`config.mk`:
```
export PLATFORM = sky130hd
export DESIGN_NAME = inst_fetcher
export DESIGN_NICKNAME = d
export VERILOG_FILES = /design/src/rtl/inst_fetcher_pkg.sv /design/src/rtl/inst_fetcher_icache_dm.sv /design/src/rtl/inst_fetcher.sv
export SDC_FILE = /design/constraint.sdc
export NUM_CORES = 2
export LEC_CHECK = 0
export CORE_ASPECT_RATIO = 0.7
export CORE_MARGIN = 2
export CORE_UTILIZATION = 55
export CTS_BUF_LIST = sky130_fd_sc_hd__clkbuf_16
export DETAILED_ROUTE_END_ITERATION = 12
export PLACE_DENSITY = 0.69
export SKIP_CTS_REPAIR_TIMING = 1
export SLEW_MARGIN = 25
export SYNTH_ARGS = -nofsm -noshare
export SYNTH_HDL_FRONTEND = slang
export SYNTH_SLANG_ARGS = --single-unit
```
`constraint.sdc`:
```
create_clock -name clk_in -period 14.4 [get_ports clk_in]
set_clock_uncertainty 0.2 [all_clocks]
set_input_delay 2.16 -clock clk_in [delete_from_list [all_inputs] [get_ports clk_in]]
set_output_delay 2.16 -clock clk_in [all_outputs]
set_load 0.02 [all_outputs]
```
`src/rtl/inst_fetcher_pkg.sv`:
```
// rtl/inst_fetcher_pkg.sv - shared widths, enable levels and fetch FSM encoding
//
// Purpose: common definitions for inst_fetcher and its icache_dm sub-module.
// Ports:   none (package).

package inst_fetcher_pkg;

    localparam int ADDRESS_WIDTH     = 32;
    localparam int INSTRUCTION_WIDTH = 32;

    localparam logic ENABLE  = 1'b1;
    localparam logic DISABLE = 1'b0;

    localparam logic [ADDRESS_WIDTH-1:0] NULL = '0;

    typedef enum logic {
        ST_IDLE     = 1'b0,
        ST_WAIT_MEM = 1'b1
    } fetch_state_t;

endpackage

```
`src/rtl/inst_fetcher_icache_dm.sv`:
```
// rtl/inst_fetcher_icache_dm.sv - direct-mapped one-word-per-line instruction cache
//
// Purpose: tag/valid/data array with a combinational lookup port and one
//          synchronous write port. Valid bits clear asynchronously on reset;
//          tags and data are never reset because valid masks them.
// Ports:   clk_in, rst_in        clock, async active-high reset
//          rd_addr_in            lookup byte address
//          rd_hit_out            line valid and tag match
//          rd_data_out           line data (meaningful only on hit)
//          wr_en_in              fill strobe
//          wr_addr_in            fill byte address
//          wr_data_in            fill data

module icache_dm
    import inst_fetcher_pkg::*;
#(
    parameter int IDX_W = 5
) (
    input  logic                         clk_in,
    input  logic                         rst_in,
    input  logic [ADDRESS_WIDTH-1:0]     rd_addr_in,
    output logic                         rd_hit_out,
    output logic [INSTRUCTION_WIDTH-1:0] rd_data_out,
    input  logic                         wr_en_in,
    input  logic [ADDRESS_WIDTH-1:0]     wr_addr_in,
    input  logic [INSTRUCTION_WIDTH-1:0] wr_data_in
);

    localparam int TAG_W = ADDRESS_WIDTH - 2 - IDX_W;
    localparam int LINES = 1 << IDX_W;

    logic [LINES-1:0]             r_valid;
    logic [TAG_W-1:0]             r_tag  [LINES];
    logic [INSTRUCTION_WIDTH-1:0] r_data [LINES];

    logic [IDX_W-1:0] w_rd_idx;
    logic [IDX_W-1:0] w_wr_idx;
    logic [TAG_W-1:0] w_rd_tag;
    logic [TAG_W-1:0] w_wr_tag;
    logic             w_unused_lsb;

    assign w_rd_idx = rd_addr_in[IDX_W+1:2];
    assign w_wr_idx = wr_addr_in[IDX_W+1:2];
    assign w_rd_tag = rd_addr_in[ADDRESS_WIDTH-1:IDX_W+2];
    assign w_wr_tag = wr_addr_in[ADDRESS_WIDTH-1:IDX_W+2];

    // Addresses are word aligned, so the byte-offset bits carry no information.
    assign w_unused_lsb = ^{rd_addr_in[1:0], wr_addr_in[1:0]};

    assign rd_hit_out  = r_valid[w_rd_idx] && (r_tag[w_rd_idx] == w_rd_tag);
    assign rd_data_out = r_data[w_rd_idx];

    always_ff @(posedge clk_in or posedge rst_in) begin
        if (rst_in) begin
            r_valid <= '0;
        end else if (wr_en_in) begin
            r_valid[w_wr_idx] <= 1'b1;
        end
    end

    always_ff @(posedge clk_in) begin
        if (wr_en_in) begin
            r_tag[w_wr_idx]  <= w_wr_tag;
            r_data[w_wr_idx] <= wr_data_in;
        end
    end

endmodule

```
`src/rtl/inst_fetcher.sv`:
```
// rtl/inst_fetcher.sv - instruction fetch stage: PC, icache lookup, miss FSM, queue push
//
// Purpose: holds the fetch PC, pushes one {inst, pc} per cycle on a cache hit
//          when the instruction queue has room, fetches missing words from the
//          memory controller, and restarts at the ROB target on flush.
// Ports:   clk_in, rst_in, rdy_in          clock, async active-high reset, global ready
//          rob_flush_in, rob_target_pc_in  redirect strobe and restart PC
//          iqueue_rdy_in                   queue has >= 2 free slots
//          iqueue_en_out/inst_out/pc_out   registered push strobe and payload
//          memctrl_en_out/addr_out         miss request, held until done
//          memctrl_done_in/inst_in         completion pulse and fetched word

module inst_fetcher
    import inst_fetcher_pkg::*;
#(
    parameter int                       ICACHE_IDX_W = 5,
    parameter logic [ADDRESS_WIDTH-1:0] RESET_PC     = 32'h0
) (
    input  logic                         clk_in,
    input  logic                         rst_in,
    input  logic                         rdy_in,
    input  logic                         rob_flush_in,
    input  logic [ADDRESS_WIDTH-1:0]     rob_target_pc_in,
    input  logic                         iqueue_rdy_in,
    output logic                         iqueue_en_out,
    output logic [INSTRUCTION_WIDTH-1:0] iqueue_inst_out,
    output logic [ADDRESS_WIDTH-1:0]     iqueue_pc_out,
    output logic                         memctrl_en_out,
    output logic [ADDRESS_WIDTH-1:0]     memctrl_addr_out,
    input  logic                         memctrl_done_in,
    input  logic [INSTRUCTION_WIDTH-1:0] memctrl_inst_in
);

    fetch_state_t                 r_state;
    logic [ADDRESS_WIDTH-1:0]     r_pc;
    logic                         r_iq_en;
    logic [INSTRUCTION_WIDTH-1:0] r_iq_inst;
    logic [ADDRESS_WIDTH-1:0]     r_iq_pc;
    logic                         r_mem_en;
    logic [ADDRESS_WIDTH-1:0]     r_mem_addr;

    logic                         w_hit;
    logic [INSTRUCTION_WIDTH-1:0] w_hit_data;
    logic                         w_fill;

    // The returned word is correct for its address even if a flush arrives
    // with it, so the fill ignores rob_flush_in.
    assign w_fill = rdy_in && (r_state == ST_WAIT_MEM) && memctrl_done_in;

    icache_dm #(
        .IDX_W (ICACHE_IDX_W)
    ) u_icache (
        .clk_in      (clk_in),
        .rst_in      (rst_in),
        .rd_addr_in  (r_pc),
        .rd_hit_out  (w_hit),
        .rd_data_out (w_hit_data),
        .wr_en_in    (w_fill),
        .wr_addr_in  (r_mem_addr),
        .wr_data_in  (memctrl_inst_in)
    );

    always_ff @(posedge clk_in or posedge rst_in) begin
        if (rst_in) begin
            r_state    <= ST_IDLE;
            r_pc       <= RESET_PC;
            r_iq_en    <= DISABLE;
            r_iq_inst  <= NULL;
            r_iq_pc    <= NULL;
            r_mem_en   <= DISABLE;
            r_mem_addr <= NULL;
        end else if (rdy_in) begin
            r_iq_en <= DISABLE;
            if (rob_flush_in) begin
                // Dropping en aborts any outstanding request.
                r_pc     <= rob_target_pc_in;
                r_mem_en <= DISABLE;
                r_state  <= ST_IDLE;
            end else begin
                case (r_state)
                    ST_IDLE: begin
                        if (w_hit) begin
                            if (iqueue_rdy_in) begin
                                r_iq_en   <= ENABLE;
                                r_iq_inst <= w_hit_data;
                                r_iq_pc   <= r_pc;
                                r_pc      <= r_pc + ADDRESS_WIDTH'(4);
                            end
                        end else begin
                            r_mem_en   <= ENABLE;
                            r_mem_addr <= r_pc;
                            r_state    <= ST_WAIT_MEM;
                        end
                    end
                    ST_WAIT_MEM: begin
                        // The word is pushed later by the hit path; no bypass.
                        if (memctrl_done_in) begin
                            r_mem_en <= DISABLE;
                            r_state  <= ST_IDLE;
                        end
                    end
                    default: r_state <= ST_IDLE;
                endcase
            end
        end
    end

    assign iqueue_en_out    = r_iq_en;
    assign iqueue_inst_out  = r_iq_inst;
    assign iqueue_pc_out    = r_iq_pc;
    assign memctrl_en_out   = r_mem_en;
    assign memctrl_addr_out = r_mem_addr;

endmodule

```
==> run metrics <==
flops & latches, synth 1987; Worst-Margin Slew 1.14 ns; clock latency on the worst-skew pair 0.83 ns; Synth Instances 3530; Die Span X 450 um; vias in the first global route 37660; vias post-DR 39209; Global Route Usage Sum 28.8%; Worst EP required 14.86 ns; asr flop ratio synth 8.20%; Final #Nets 3877; Routed WL 204 mm; routed vias/inst 6.75; Post-Syn Area 0.0765 mm2; synthesis-to-finish area growth 13.5%; routability cong. 0.924; wire per inst 35.0 um; H-tree levels 4; CP Capture Type register; CP max stage delay 0.85 ns; Slew Viols, Final 0; CTS sink count 1987; share of cells above drive strength 1 25.4%; Crit path top cell by count buf_4; LEAKAGE 28.6 nW; Yosys cell types 74; first-pass GRT wire length 286 mm; # setup viols final 0; Root Buffer Master clkbuf_16; largest net degree at the start of global routing 104; critical path, cell by cell buf_4 -> inv_4 -> buf_4 -> buf_4 -> o221ai_1 -> nor3_1 -> a2111oi_0 -> nor3_1 -> nand4_1 -> nor4_2 -> nand3_4 -> buf_4 -> nor4_1 -> a211oi_1; # DRC 0; Num CTS Buffers 178; Antenna Nets Post-Route 0; power after layout 13.1 mW; I/O Pins 168; DIE AREA 0.142 mm2; peak supply drop 0.000130 V; Highest Clock Rate 0.131 GHz; starting density of the core 55.4%; Post-Syn Nets 3601; CP Class register to register; number of synthesized flops with an enable pin 1824; final hold viol count 0; Slowest-stage cell, CP nor3_1; time the worst path needs with I/O delays and setup 7.62 ns; row cnt 114; crit-path leading delay family simple AND/OR/NAND/NOR gates; Die Y 316 um; outcome finished clean; Top FF cell, synth edfxtp_1; core area 0.138 mm2; MaxCap Viol Count 0; syn_area_per_cell 21.7 um2; Max FO, Critical Path 75; DRT iter0 DRCs 6095; worst hold path type register to register; WHS 0.267 ns; Worst Setup Start Kind register; Port Buffers 167; DP HPWL 111 mm; antenna violations before repair 8; DRT Pass-1 Iters 7; grt ovf 0; RSZ-0062 raised after global routing no; Power Density 151 mW/mm2; CTS tree built; Slew headroom 23.5%; total number of yosys warnings 0; DP Area 0.0811 mm2; Reg clk slew, reported paths 0.07 ns; Total Neg Setup Slack 0 ns; Arr. time, crit path 8.09 ns; final period utilization 52.9%; Design Area, Final 0.0868 mm2; Buf/Inv on CP 5; Clock Path Buffers 3; Seq/Total Area, Yosys 76.9%
[final timing paths]
| path | startpoint | end | slack [ns] | cells after the start |
|---|---|---|---|---|
| min in group asynchronous | rst_in | iqueue_pc_out[5] | 1.71 | 2 |
| min reg2reg | u_icache.r_valid[19] | u_icache.r_valid[19] | 0.27 | 1 |
| max in group asynchronous | rst_in | r_pc[4] | 10.95 | 3 |
| max reg2reg | r_pc[6] | r_pc[5] | 6.78 | 14 |
| max | r_pc[6] | r_pc[5] | 6.78 | 14 |
| min | u_icache.r_valid[19] | u_icache.r_valid[19] | 0.27 | 1 |
[Yosys cell counts (7+ instances only)]
cell type	number	area, um2
inv_1	12	45.0
buf_6	8	90.1
nand3_1	30	150
a22oi_1	28	210
a22o_1	24	210
and2_1	10	62.6
o22ai_1	29	181
o21ai_0	65	325
buf_1	43	161
mux2i_1	176	1760
dfrtp_1	163	4080
a211oi_1	13	97.6
a21oi_1	40	200
buf_2	34	170
nand2_1	87	327
buf_4	23	173
and3_1	12	75.1
o32ai_1	7	61.3
mux4_2	459	10300
a2111oi_0	14	123
clkbuf_1	86	323
edfxtp_1	1824	54800
or2_2	32	200
nand4_1	8	50.1
nor2_1	77	289
nor2b_1	8	50.1
xnor2_1	12	105
or3_1	11	68.8
nor3_1	15	75.1
a311oi_1	8	70.1
o221ai_1	26	228
mux2_2	61	687
[layout make-up]
cell class	instances	area, um2
repair buffers	290	2790
inverters	14	67.6
multi-input cells	1335	17000
clock inverters	149	1300
flip-flops and latches	1987	58900
clock buffers	179	4480
diodes	1	2.50
well taps	1856	2320
fillers	9327	51200
[metrics by stage]
stage	utilization [%]	worst slack (ns)	instances
finish	62.9	6.78	5811
global route	62.9	6.35	5810
CTS	62.9	6.82	5810
detailed placement	58.8	6.93	5482
global placement	58.5	6.98	5469
floorplan	-	7.64	3530
[kinds of logic after synthesis]
logic type               after synthesis  synth area share (%)
flip-flops                          1987                  76.9
XOR/XNOR                              14                 0.160
adder cells (fa/ha/maj)                1                0.0163
buffers and inverters                208                  1.27
AO/OA/AOI/OAI                        307                  2.84
AND/OR/NAND/NOR                      317                  2.11
multiplexers                         696                  16.7
[layer usage]
metal | routed length, um | global-route usage (%)
met1 | 82300 | 44.2
met2 | 90500 | 41.5
met3 | 26300 | 7.76
met4 | 4430 | 7.52
met5 | 37 | 0
[placed cells by master (no fill, tap or decap), types with 10 or more instances in the layout]
master / n
mux4_2: 459
o21ai_0: 65
clkinv_2: 30
mux2i_1: 176
dfrtp_1: 154
a2111oi_0: 13
inv_1: 55
buf_16: 12
a21oi_1: 40
nor2_1: 44
nand2_1: 86
o221ai_1: 26
nor2_4: 33
o22ai_1: 29
clkinv_1: 37
edfxtp_1: 1824
bufinv_16: 19
buf_4: 104
xnor2_1: 12
nand3_1: 29
nor3_1: 15
buf_2: 19
or2_2: 32
a22oi_1: 28
a211oi_1: 13
clkbuf_16: 179
and2_1: 10
mux2_2: 61
or3_1: 11
a22o_1: 24
and3_1: 12
clkdlybuf4s50_1: 148
[state kept, by name (all words and copies together), names as in the netlist]
register / count
u_icache.r_data: 1024
u_icache.r_tag: 800
iqueue_inst_out: 32
iqueue_pc_out: 32
memctrl_addr_out: 32
r_pc: 32
u_icache.r_valid: 32
iqueue_en_out: 1
memctrl_en_out: 1
r_state: 1
[where the power goes]
group	internal, mW	switching [mW]	total (mW)
clock	2.61	2.12	4.74
sequential	6.62	0.184	6.80
combinational	0.651	0.941	1.59
Power figures use the tool's default switching activity.
